## config.mk

```make
export PLATFORM = sky130hd
export DESIGN_NAME = tl_cfg_sequencer_flat
export DESIGN_NICKNAME = d
export VERILOG_FILES = /design/src/rtl/tl_cfg_sequencer_if.sv /design/src/rtl/tl_cfg_sequencer.sv /design/src/flat_wrapper.sv
export SDC_FILE = /design/constraint.sdc
export NUM_CORES = 1
export LEC_CHECK = 0
export CAP_MARGIN = 20
export CORE_MARGIN = 4
export CORE_UTILIZATION = 55
export DETAILED_ROUTE_END_ITERATION = 8
export HOLD_SLACK_MARGIN = 0.15
export PLACE_DENSITY = 0.95
export SYNTH_ARGS = -nofsm -noshare
export SYNTH_HDL_FRONTEND = slang
export SYNTH_SLANG_ARGS = --single-unit
```

## constraint.sdc

```tcl
create_clock -name clk_i -period 4.6 [get_ports clk_i]
set_input_delay 0.46 -clock clk_i [delete_from_list [all_inputs] [get_ports clk_i]]
set_output_delay 0.46 -clock clk_i [all_outputs]
set_load 0.03 [all_outputs]
```

## src/rtl/tl_cfg_sequencer_if.sv

```systemverilog
// ============================================================================
// Module   : tl_cfg_sequencer_if
// Desc     : Bundle of the two configuration requester ports and the
//            command / status port of the traffic-light config sequencer.
//            Signal names carry the sequencer's own direction suffixes.
// Revision : 1.0 - initial release
// ============================================================================
`default_nettype none

interface tl_cfg_sequencer_if;
  // Requester 0
  logic        req0_valid_i;
  logic [1:0]  req0_field_i;
  logic [15:0] req0_data_i;
  logic        req0_ready_o;
  // Requester 1
  logic        req1_valid_i;
  logic [1:0]  req1_field_i;
  logic [15:0] req1_data_i;
  logic        req1_ready_o;
  // Command strobe towards the traffic light, plus status
  logic        cmd_valid_o;
  logic [2:0]  cmd_type_o;
  logic [15:0] cmd_data_o;
  logic        busy_o;
  logic        err_o;

  // Requester / light side: drives the write offers, observes everything else
  modport master (
    output req0_valid_i, req0_field_i, req0_data_i,
    output req1_valid_i, req1_field_i, req1_data_i,
    input  req0_ready_o, req1_ready_o,
    input  cmd_valid_o, cmd_type_o, cmd_data_o, busy_o, err_o
  );

  // Sequencer side
  modport slave (
    input  req0_valid_i, req0_field_i, req0_data_i,
    input  req1_valid_i, req1_field_i, req1_data_i,
    output req0_ready_o, req1_ready_o,
    output cmd_valid_o, cmd_type_o, cmd_data_o, busy_o, err_o
  );
endinterface

`default_nettype wire

```

## src/rtl/tl_cfg_sequencer.sv

```systemverilog
// ============================================================================
// Module   : tl_cfg_sequencer
// Desc     : Serialises configuration writes from two requesters into a
//            paced command stream for a traffic light. The first write of a
//            batch puts the lights into yellow-blink, further writes arriving
//            within the batch window are issued without another blink, and
//            the lights are switched back on once the window expires.
//            Consecutive command strobes are always at least GAP_CYCLES apart.
// Revision : 1.0 - initial release
// ============================================================================
`default_nettype none

module tl_cfg_sequencer #(
  parameter int unsigned GAP_CYCLES   = 2,   // 1..255
  parameter int unsigned BATCH_WINDOW = 16   // GAP_CYCLES..65535
) (
  input  logic               clk_i,
  input  logic               rst_n_i,
  tl_cfg_sequencer_if.slave  bus
);

  typedef enum logic [2:0] {
    S_INIT   = 3'd0,
    S_IDLE   = 3'd1,
    S_ENTER  = 3'd2,
    S_GAP    = 3'd3,
    S_WRITE  = 3'd4,
    S_HOLD   = 3'd5,
    S_RESUME = 3'd6
  } state_e;

  localparam logic [2:0]  CMD_ON       = 3'd0;
  localparam logic [2:0]  CMD_BLINK    = 3'd2;
  localparam logic [2:0]  CMD_SET_BASE = 3'd3;   // field 0/1/2 -> 3/4/5
  localparam logic [1:0]  FLD_RSVD     = 2'd3;
  localparam logic [7:0]  GAP_LAST     = 8'(GAP_CYCLES - 1);
  localparam logic [15:0] HOLD_MIN     = 16'(GAP_CYCLES);
  localparam logic [15:0] HOLD_END     = 16'(BATCH_WINDOW);

  // Registered state
  state_e      state_q,     state_d;
  logic        init_arm_q,  init_arm_d;    // low only in the cycle right after reset
  logic        ret_write_q, ret_write_d;   // GAP return target: 1 = WRITE, 0 = IDLE
  logic [7:0]  gap_cnt_q,   gap_cnt_d;
  logic [15:0] hold_cnt_q,  hold_cnt_d;
  logic        ptr_q,       ptr_d;         // round-robin priority: 0 = requester 0
  logic [1:0]  fld_q,       fld_d;
  logic [15:0] data_q,      data_d;
  logic        err_q,       err_d;

  // Combinational decode
  logic        any_req;
  logic        pick0;
  logic        grant_en;
  logic        cmd_valid;
  logic [2:0]  cmd_type;
  logic [15:0] cmd_data;

  assign any_req = bus.req0_valid_i | bus.req1_valid_i;
  // Requester 0 wins when alone or when it holds priority on a tie
  assign pick0   = bus.req0_valid_i & (~bus.req1_valid_i | ~ptr_q);

  // State, capture and counter registers
  always_ff @(posedge clk_i or negedge rst_n_i) begin
    if (!rst_n_i) begin
      state_q     <= S_INIT;
      init_arm_q  <= 1'b0;
      ret_write_q <= 1'b0;
      gap_cnt_q   <= '0;
      hold_cnt_q  <= '0;
      ptr_q       <= 1'b0;
      fld_q       <= '0;
      data_q      <= '0;
      err_q       <= 1'b0;
    end else begin
      state_q     <= state_d;
      init_arm_q  <= init_arm_d;
      ret_write_q <= ret_write_d;
      gap_cnt_q   <= gap_cnt_d;
      hold_cnt_q  <= hold_cnt_d;
      ptr_q       <= ptr_d;
      fld_q       <= fld_d;
      data_q      <= data_d;
      err_q       <= err_d;
    end
  end

  // Next-state, grant and command decode
  always_comb begin
    state_d     = state_q;
    init_arm_d  = 1'b1;
    ret_write_d = ret_write_q;
    gap_cnt_d   = gap_cnt_q;
    hold_cnt_d  = hold_cnt_q;
    ptr_d       = ptr_q;
    fld_d       = fld_q;
    data_d      = data_q;
    err_d       = err_q;
    grant_en    = 1'b0;
    cmd_valid   = 1'b0;
    cmd_type    = CMD_ON;
    cmd_data    = '0;

    case (state_q)
      S_INIT: begin
        // INIT is held through reset with the strobe masked; the on/red
        // command fires in the first cycle after reset has been released.
        if (init_arm_q) begin
          cmd_valid   = 1'b1;
          cmd_type    = CMD_ON;
          state_d     = S_GAP;
          gap_cnt_d   = '0;
          ret_write_d = 1'b0;
        end
      end

      S_IDLE: begin
        if (any_req) begin
          grant_en = 1'b1;
          state_d  = S_ENTER;
        end
      end

      S_ENTER: begin
        cmd_valid   = 1'b1;
        cmd_type    = CMD_BLINK;
        state_d     = S_GAP;
        gap_cnt_d   = '0;
        ret_write_d = 1'b1;
      end

      S_GAP: begin
        if (gap_cnt_q >= GAP_LAST) begin
          state_d   = ret_write_q ? S_WRITE : S_IDLE;
          gap_cnt_d = '0;
        end else if (gap_cnt_q != 8'hFF) begin
          gap_cnt_d = gap_cnt_q + 8'd1;
        end
      end

      S_WRITE: begin
        // A reserved-field write is swallowed: no command, only the error flag
        if (fld_q == FLD_RSVD) begin
          err_d = 1'b1;
        end else begin
          cmd_valid = 1'b1;
          cmd_type  = {1'b0, fld_q} + CMD_SET_BASE;
          cmd_data  = data_q;
        end
        state_d    = S_HOLD;
        hold_cnt_d = '0;
      end

      S_HOLD: begin
        if (hold_cnt_q != 16'hFFFF) begin
          hold_cnt_d = hold_cnt_q + 16'd1;
        end
        // A grant takes precedence over the window closing in the same cycle
        if ((hold_cnt_q >= HOLD_MIN) && any_req) begin
          grant_en = 1'b1;
          state_d  = S_WRITE;
        end else if (hold_cnt_q >= HOLD_END) begin
          state_d = S_RESUME;
        end
      end

      S_RESUME: begin
        cmd_valid   = 1'b1;
        cmd_type    = CMD_ON;
        state_d     = S_GAP;
        gap_cnt_d   = '0;
        ret_write_d = 1'b0;
      end

      default: begin
        state_d = S_INIT;
      end
    endcase

    // Capture the granted write and hand priority to the other requester
    if (grant_en) begin
      fld_d  = pick0 ? bus.req0_field_i : bus.req1_field_i;
      data_d = pick0 ? bus.req0_data_i  : bus.req1_data_i;
      ptr_d  = pick0;
    end
  end

  assign bus.req0_ready_o = grant_en &  pick0;
  assign bus.req1_ready_o = grant_en & ~pick0;
  assign bus.cmd_valid_o  = cmd_valid;
  assign bus.cmd_type_o   = cmd_type;
  assign bus.cmd_data_o   = cmd_data;
  assign bus.busy_o       = (state_q != S_IDLE);
  assign bus.err_o        = err_q;

endmodule

`default_nettype wire

```

## src/flat_wrapper.sv

```systemverilog
// flat-port wrapper written by rule: the top's interface ports become plain ports
module tl_cfg_sequencer_flat 
#(
  parameter int unsigned GAP_CYCLES   = 2,            
  parameter int unsigned BATCH_WINDOW = 16                       
)
  (clk_i, rst_n_i, bus_req0_valid_i, bus_req0_field_i, bus_req0_data_i, bus_req1_valid_i, bus_req1_field_i, bus_req1_data_i, bus_req0_ready_o, bus_req1_ready_o, bus_cmd_valid_o, bus_cmd_type_o, bus_cmd_data_o, bus_busy_o, bus_err_o);
  tl_cfg_sequencer_if bus_i ();
  input  logic clk_i;
  input  logic rst_n_i;
  input wire logic [$bits(bus_i.req0_valid_i)-1:0] bus_req0_valid_i;
  input wire logic [$bits(bus_i.req0_field_i)-1:0] bus_req0_field_i;
  input wire logic [$bits(bus_i.req0_data_i)-1:0] bus_req0_data_i;
  input wire logic [$bits(bus_i.req1_valid_i)-1:0] bus_req1_valid_i;
  input wire logic [$bits(bus_i.req1_field_i)-1:0] bus_req1_field_i;
  input wire logic [$bits(bus_i.req1_data_i)-1:0] bus_req1_data_i;
  output wire logic [$bits(bus_i.req0_ready_o)-1:0] bus_req0_ready_o;
  output wire logic [$bits(bus_i.req1_ready_o)-1:0] bus_req1_ready_o;
  output wire logic [$bits(bus_i.cmd_valid_o)-1:0] bus_cmd_valid_o;
  output wire logic [$bits(bus_i.cmd_type_o)-1:0] bus_cmd_type_o;
  output wire logic [$bits(bus_i.cmd_data_o)-1:0] bus_cmd_data_o;
  output wire logic [$bits(bus_i.busy_o)-1:0] bus_busy_o;
  output wire logic [$bits(bus_i.err_o)-1:0] bus_err_o;
  assign bus_i.req0_valid_i = bus_req0_valid_i;
  assign bus_i.req0_field_i = bus_req0_field_i;
  assign bus_i.req0_data_i = bus_req0_data_i;
  assign bus_i.req1_valid_i = bus_req1_valid_i;
  assign bus_i.req1_field_i = bus_req1_field_i;
  assign bus_i.req1_data_i = bus_req1_data_i;
  assign bus_req0_ready_o = bus_i.req0_ready_o;
  assign bus_req1_ready_o = bus_i.req1_ready_o;
  assign bus_cmd_valid_o = bus_i.cmd_valid_o;
  assign bus_cmd_type_o = bus_i.cmd_type_o;
  assign bus_cmd_data_o = bus_i.cmd_data_o;
  assign bus_busy_o = bus_i.busy_o;
  assign bus_err_o = bus_i.err_o;
  tl_cfg_sequencer #(.GAP_CYCLES(GAP_CYCLES), .BATCH_WINDOW(BATCH_WINDOW)) u_core (.clk_i(clk_i), .rst_n_i(rst_n_i), .bus(bus_i));
endmodule
```

==> run summary <==
The run finished with clean final reports. The number of rows in the core area is 26, and the number of synthesized flops with an enable pin is 0. The peak ir drop on the vdd network was 325.4 uV; the hold slack was 463.4 ps. The complex-gate fraction of the synthesized area was 0.2499; the fraction of post-synthesis cell area in the top cell type by area was 0.4109. The time the worst path needs with I/O delays and setup is 3405 ps, and the count of unique library cells instantiated by Yosys is 59.

The post-synthesis share of cell area spent on xor and xnor gates came out at 0. The floorplan step defined a die boundary enclosing 6668 um2. The total design power was 1.736 mW; the cell count after placement was 416. In the final routed layout, each cell accounts on average for 17.13 um. Number of warnings reported in the yosys synthesis log: 0. Endpoint of the worst setup timing path: bus_req0_ready_o. The count of max-cap constraint violations is 0, and the post-synthesis async set-or-reset flop share is 1.000. The area of all placed cells without fillers was 3699 um2. After layout, the worst setup slack is 1195 ps. The run gives 0.5769 as the effective utilization at floorplan.

The synthesis-to-finish area growth works out to 23.94%. Counting the buffers created by CTS gives 5. Adder-cell share of the synthesized area: 0.02935. The logs give 2 for the maximum level of the CTS H-tree and 5.095 mm for the sum of net half-perimeters after detailed placement. The final net count was 402.

Non-filler instance count after layout: 426. A synthesized cell averages 9.816 um2. Buffers placed on the I/O ports in this run total 63. The power density over the cells works out to 469.5 nW/um2. Clock skew on the completed layout was measured at 12.38 ps.

At the pin with the least slew margin, the transition time is 957.3 ps. The detail route stage leaves a number of antenna-violating nets equal to 0. The biggest area contributor in the post-synthesis netlist is dfrtp_1. Hold violation count in the final report: 0.

In this run the worst hold path is classified as reg2reg. For the cell area after synthesis, the log shows 2984 um2. The post-synthesis mux area share came out at 0. After clock tree synthesis, the repair step resized 0 gates. Data on the critical path arrives at its endpoint at 2950 ps. Summed over all layers, the global routing overflow is 0.

The repair_antennas step left the layout with diodes totalling 0. The run gives 147 as the first-iteration detailed-routing DRC count. The worst-skew pair later-pin latency was 310 ps.

The via count of the first global-routing pass was 2465; the CTS sink count was 49. The primary flip-flop cell chosen by synthesis mapping is dfrtp_1. The area fraction in and, or, nand and nor cells after synthesis was 0.2428; the placement-stage worst setup slack was 1565 ps. For this run, design rule violations remaining after detail routing come to 0. The tools report the sort of element at the end of the critical path as an output port.

The critical-path maximum fanout is 34, and the share of final-layout standard cells stronger than drive strength 1 is 0.1067. The clock root buffer was clkbuf_8. The tools report the startpoint of the lowest-slack register-to-register path as u_core.state_q[0]. The logs give 0.403 for the sequential cell fraction of total power and 0.154 for the clock network fraction of total power. TritonCTS built the clock tree.

The cell with the biggest individual delay on the critical path was dfrtp_1. The largest buffer count on any clock path is 2, and the flip-flop and latch count after synthesis is 49. The most common cell after layout, fill and taps aside is clkdlybuf4s50_1.

The analysis attributes to cell leakage a power of 1.479 nW. Source of the critical timing path: u_core.state_q[0]. Setup repair after global routing left no endpoint under its margin. By area, the combinational part of the netlist is dominated by compound AO/OA/AOI/OAI gates. Based on the critical path, the design can be clocked at up to 0.2937 GHz.

The critical path in this run is classified as reg2out. In the layout the commonest cells are clkdlybuf4s50_1, dfrtp_1, and2_1. The combined global-route utilization of all metal layers is 0.2197, and the horizontal die dimension is 81.66 um. Summed over all layers, the routed wires come to 7.298 mm.

The region available for standard cell placement spans 5172 um2. Startpoint type of the worst setup path: a register. For flop-to-flop paths, the worst setup slack is 2310 ps.

Routability-driven placement finished with a final weighted congestion of 0.8691. Entering global routing, the biggest net connects 50 pins. Number of ports placed on the die boundary: 64.

For the part of the total power dissipated in combinational logic, the log shows 0.442. The first global-routing pass estimated 11.58 mm of wire. Dividing the detail-routed via count by the number of cells gives 6.197. Setup violations remaining at the end of the flow were counted as 0.

In this run the power spent charging and discharging nets is 0.7190 mW. The fraction of power spent switching nets works out to 0.4141. The synthesized net count came out at 351.

The post-route clock period utilization works out to 0.7402. The run gives 0.3618 as the worst slew margin relative to its limit. The number of cell instances on the worst register-to-register path was 3. Internal power: 1.017 mW. The logs give 0 for the count of pins over their slew limit and 0 ps for the final setup TNS. Yosys attributes the largest share of cell area to dfrtp_1, o2bb2ai_2, a22oi_1.

Clock-pin slew was measured on the worst setup and hold paths at 100 ps. Before antenna repair, the detailed router went through 4 iterations. The sequential-to-total area share from yosys stat is 0.4109. Critical register-to-register path endpoint: u_core.data_q[14].

The largest incremental delay on the critical path is 980 ps, and the placed cell area is 3572 um2. The die height is 81.66 um, and the via total after detailed routing is 2640. For the initial antenna violation count, the log shows 0.

Traced cell by cell, the critical path runs through nor2b_1 -> o21ai_2 -> buf_4 -> nor2b_1 -> clkdlybuf4s50_1. The tools report the required time of the critical path as 4140 ps. The cell that appears most often on the critical path is nor2b_1. For the count of mapped cells out of synthesis, the log shows 304. The post-layout utilization of the core came out at 0.7150.
-- worst min path at each step --
stage | cells past startpoint | to | slack (ps) | start
after floorplan | 0 | u_core.bus.err_o | 160 | rst_n_i
after global placement | 1 | u_core.bus.err_o | 440 | u_core.bus.err_o
after detailed placement | 1 | u_core.bus.err_o | 450 | u_core.bus.err_o
after CTS | 1 | u_core.data_q[15] | 380 | rst_n_i
after global routing | 1 | u_core.bus.err_o | 480 | u_core.bus.err_o
final | 1 | u_core.bus.err_o | 460 | u_core.bus.err_o
-- cell families after synthesis --
kind of cell | after synthesis
simple gates | 122
compound gates | 90
flops | 49
buf+inv | 35
fa+ha+maj | 7
other cells | 1
-- cell type report --
class	instances	area (um2)
clock buffer	6	82.58
clock inverter	2	13.76
fill	355	1474
inverter	10	37.54
multi-input combinational	220	1565
sequential	49	1226
tap	70	87.58
timing repair buffer	69	685.7
-- state kept, by name (all words and copies together) (netlist names) --
register            cells
u_core.data_q          16
u_core.hold_cnt_q      16
u_core.gap_cnt_q        8
u_core.state_q          3
u_core.fld_q            2
u_core.bus.err_o        1
u_core.init_arm_q       1
u_core.ptr_q            1
u_core.ret_write_q      1
-- worst max-delay path: cells and delay by family, from the launching register on --
kind / cells / cell delay, ps
buf+inv: 2 / 910
simple gates: 2 / 640
flops: 1 / 980
compound gates: 1 / 90
-- synth_stat cells, drive strengths merged, types with 2 or more instances --
cell type  instances
and2              22
a22oi             18
nand2             14
a221o              2
nor3b              3
a311oi             2
o2bb2ai           18
nor2b              5
o21a               2
buf               11
inv               10
ha                 7
a31oi              5
nand3             17
and4               5
and3               7
or3                2
o21ai              9
a21boi             2
a41oi              2
nor2              11
dfrtp             49
a21oi             12
o211ai             5
nor3              10
nor4               5
nand4             11
o221ai             2
a21o               2
nand2b             6
clkbuf            14
-- power groups by stage --
stage | clock network [mW] | logic, mW | registers (mW)
final | 0.268 | 0.768 | 0.701
after CTS | 0.269 | 0.768 | 0.694
after floorplan | 0 | 0.587 | 0.641
after detailed placement | 0 | 0.762 | 0.704
after global placement | 0 | 0.730 | 0.694
after global routing | 0.291 | 0.841 | 0.719
-- per-layer routing --
metal	wire length, um	track usage	share of wire
met1	3161	0.2816	0.43
met2	3306	0.3673	0.45
met3	676	0.04934	0.093
met4	153	0.07475	0.021
met5	0	0	0
-- what timing repair did --
item,CTS,global route
setup buffers,0,0
setup endpoints to repair,0,0
endpoints found under the hold margin,0,9
hold buffers,0,1
Power figures use the tool's default switching activity.
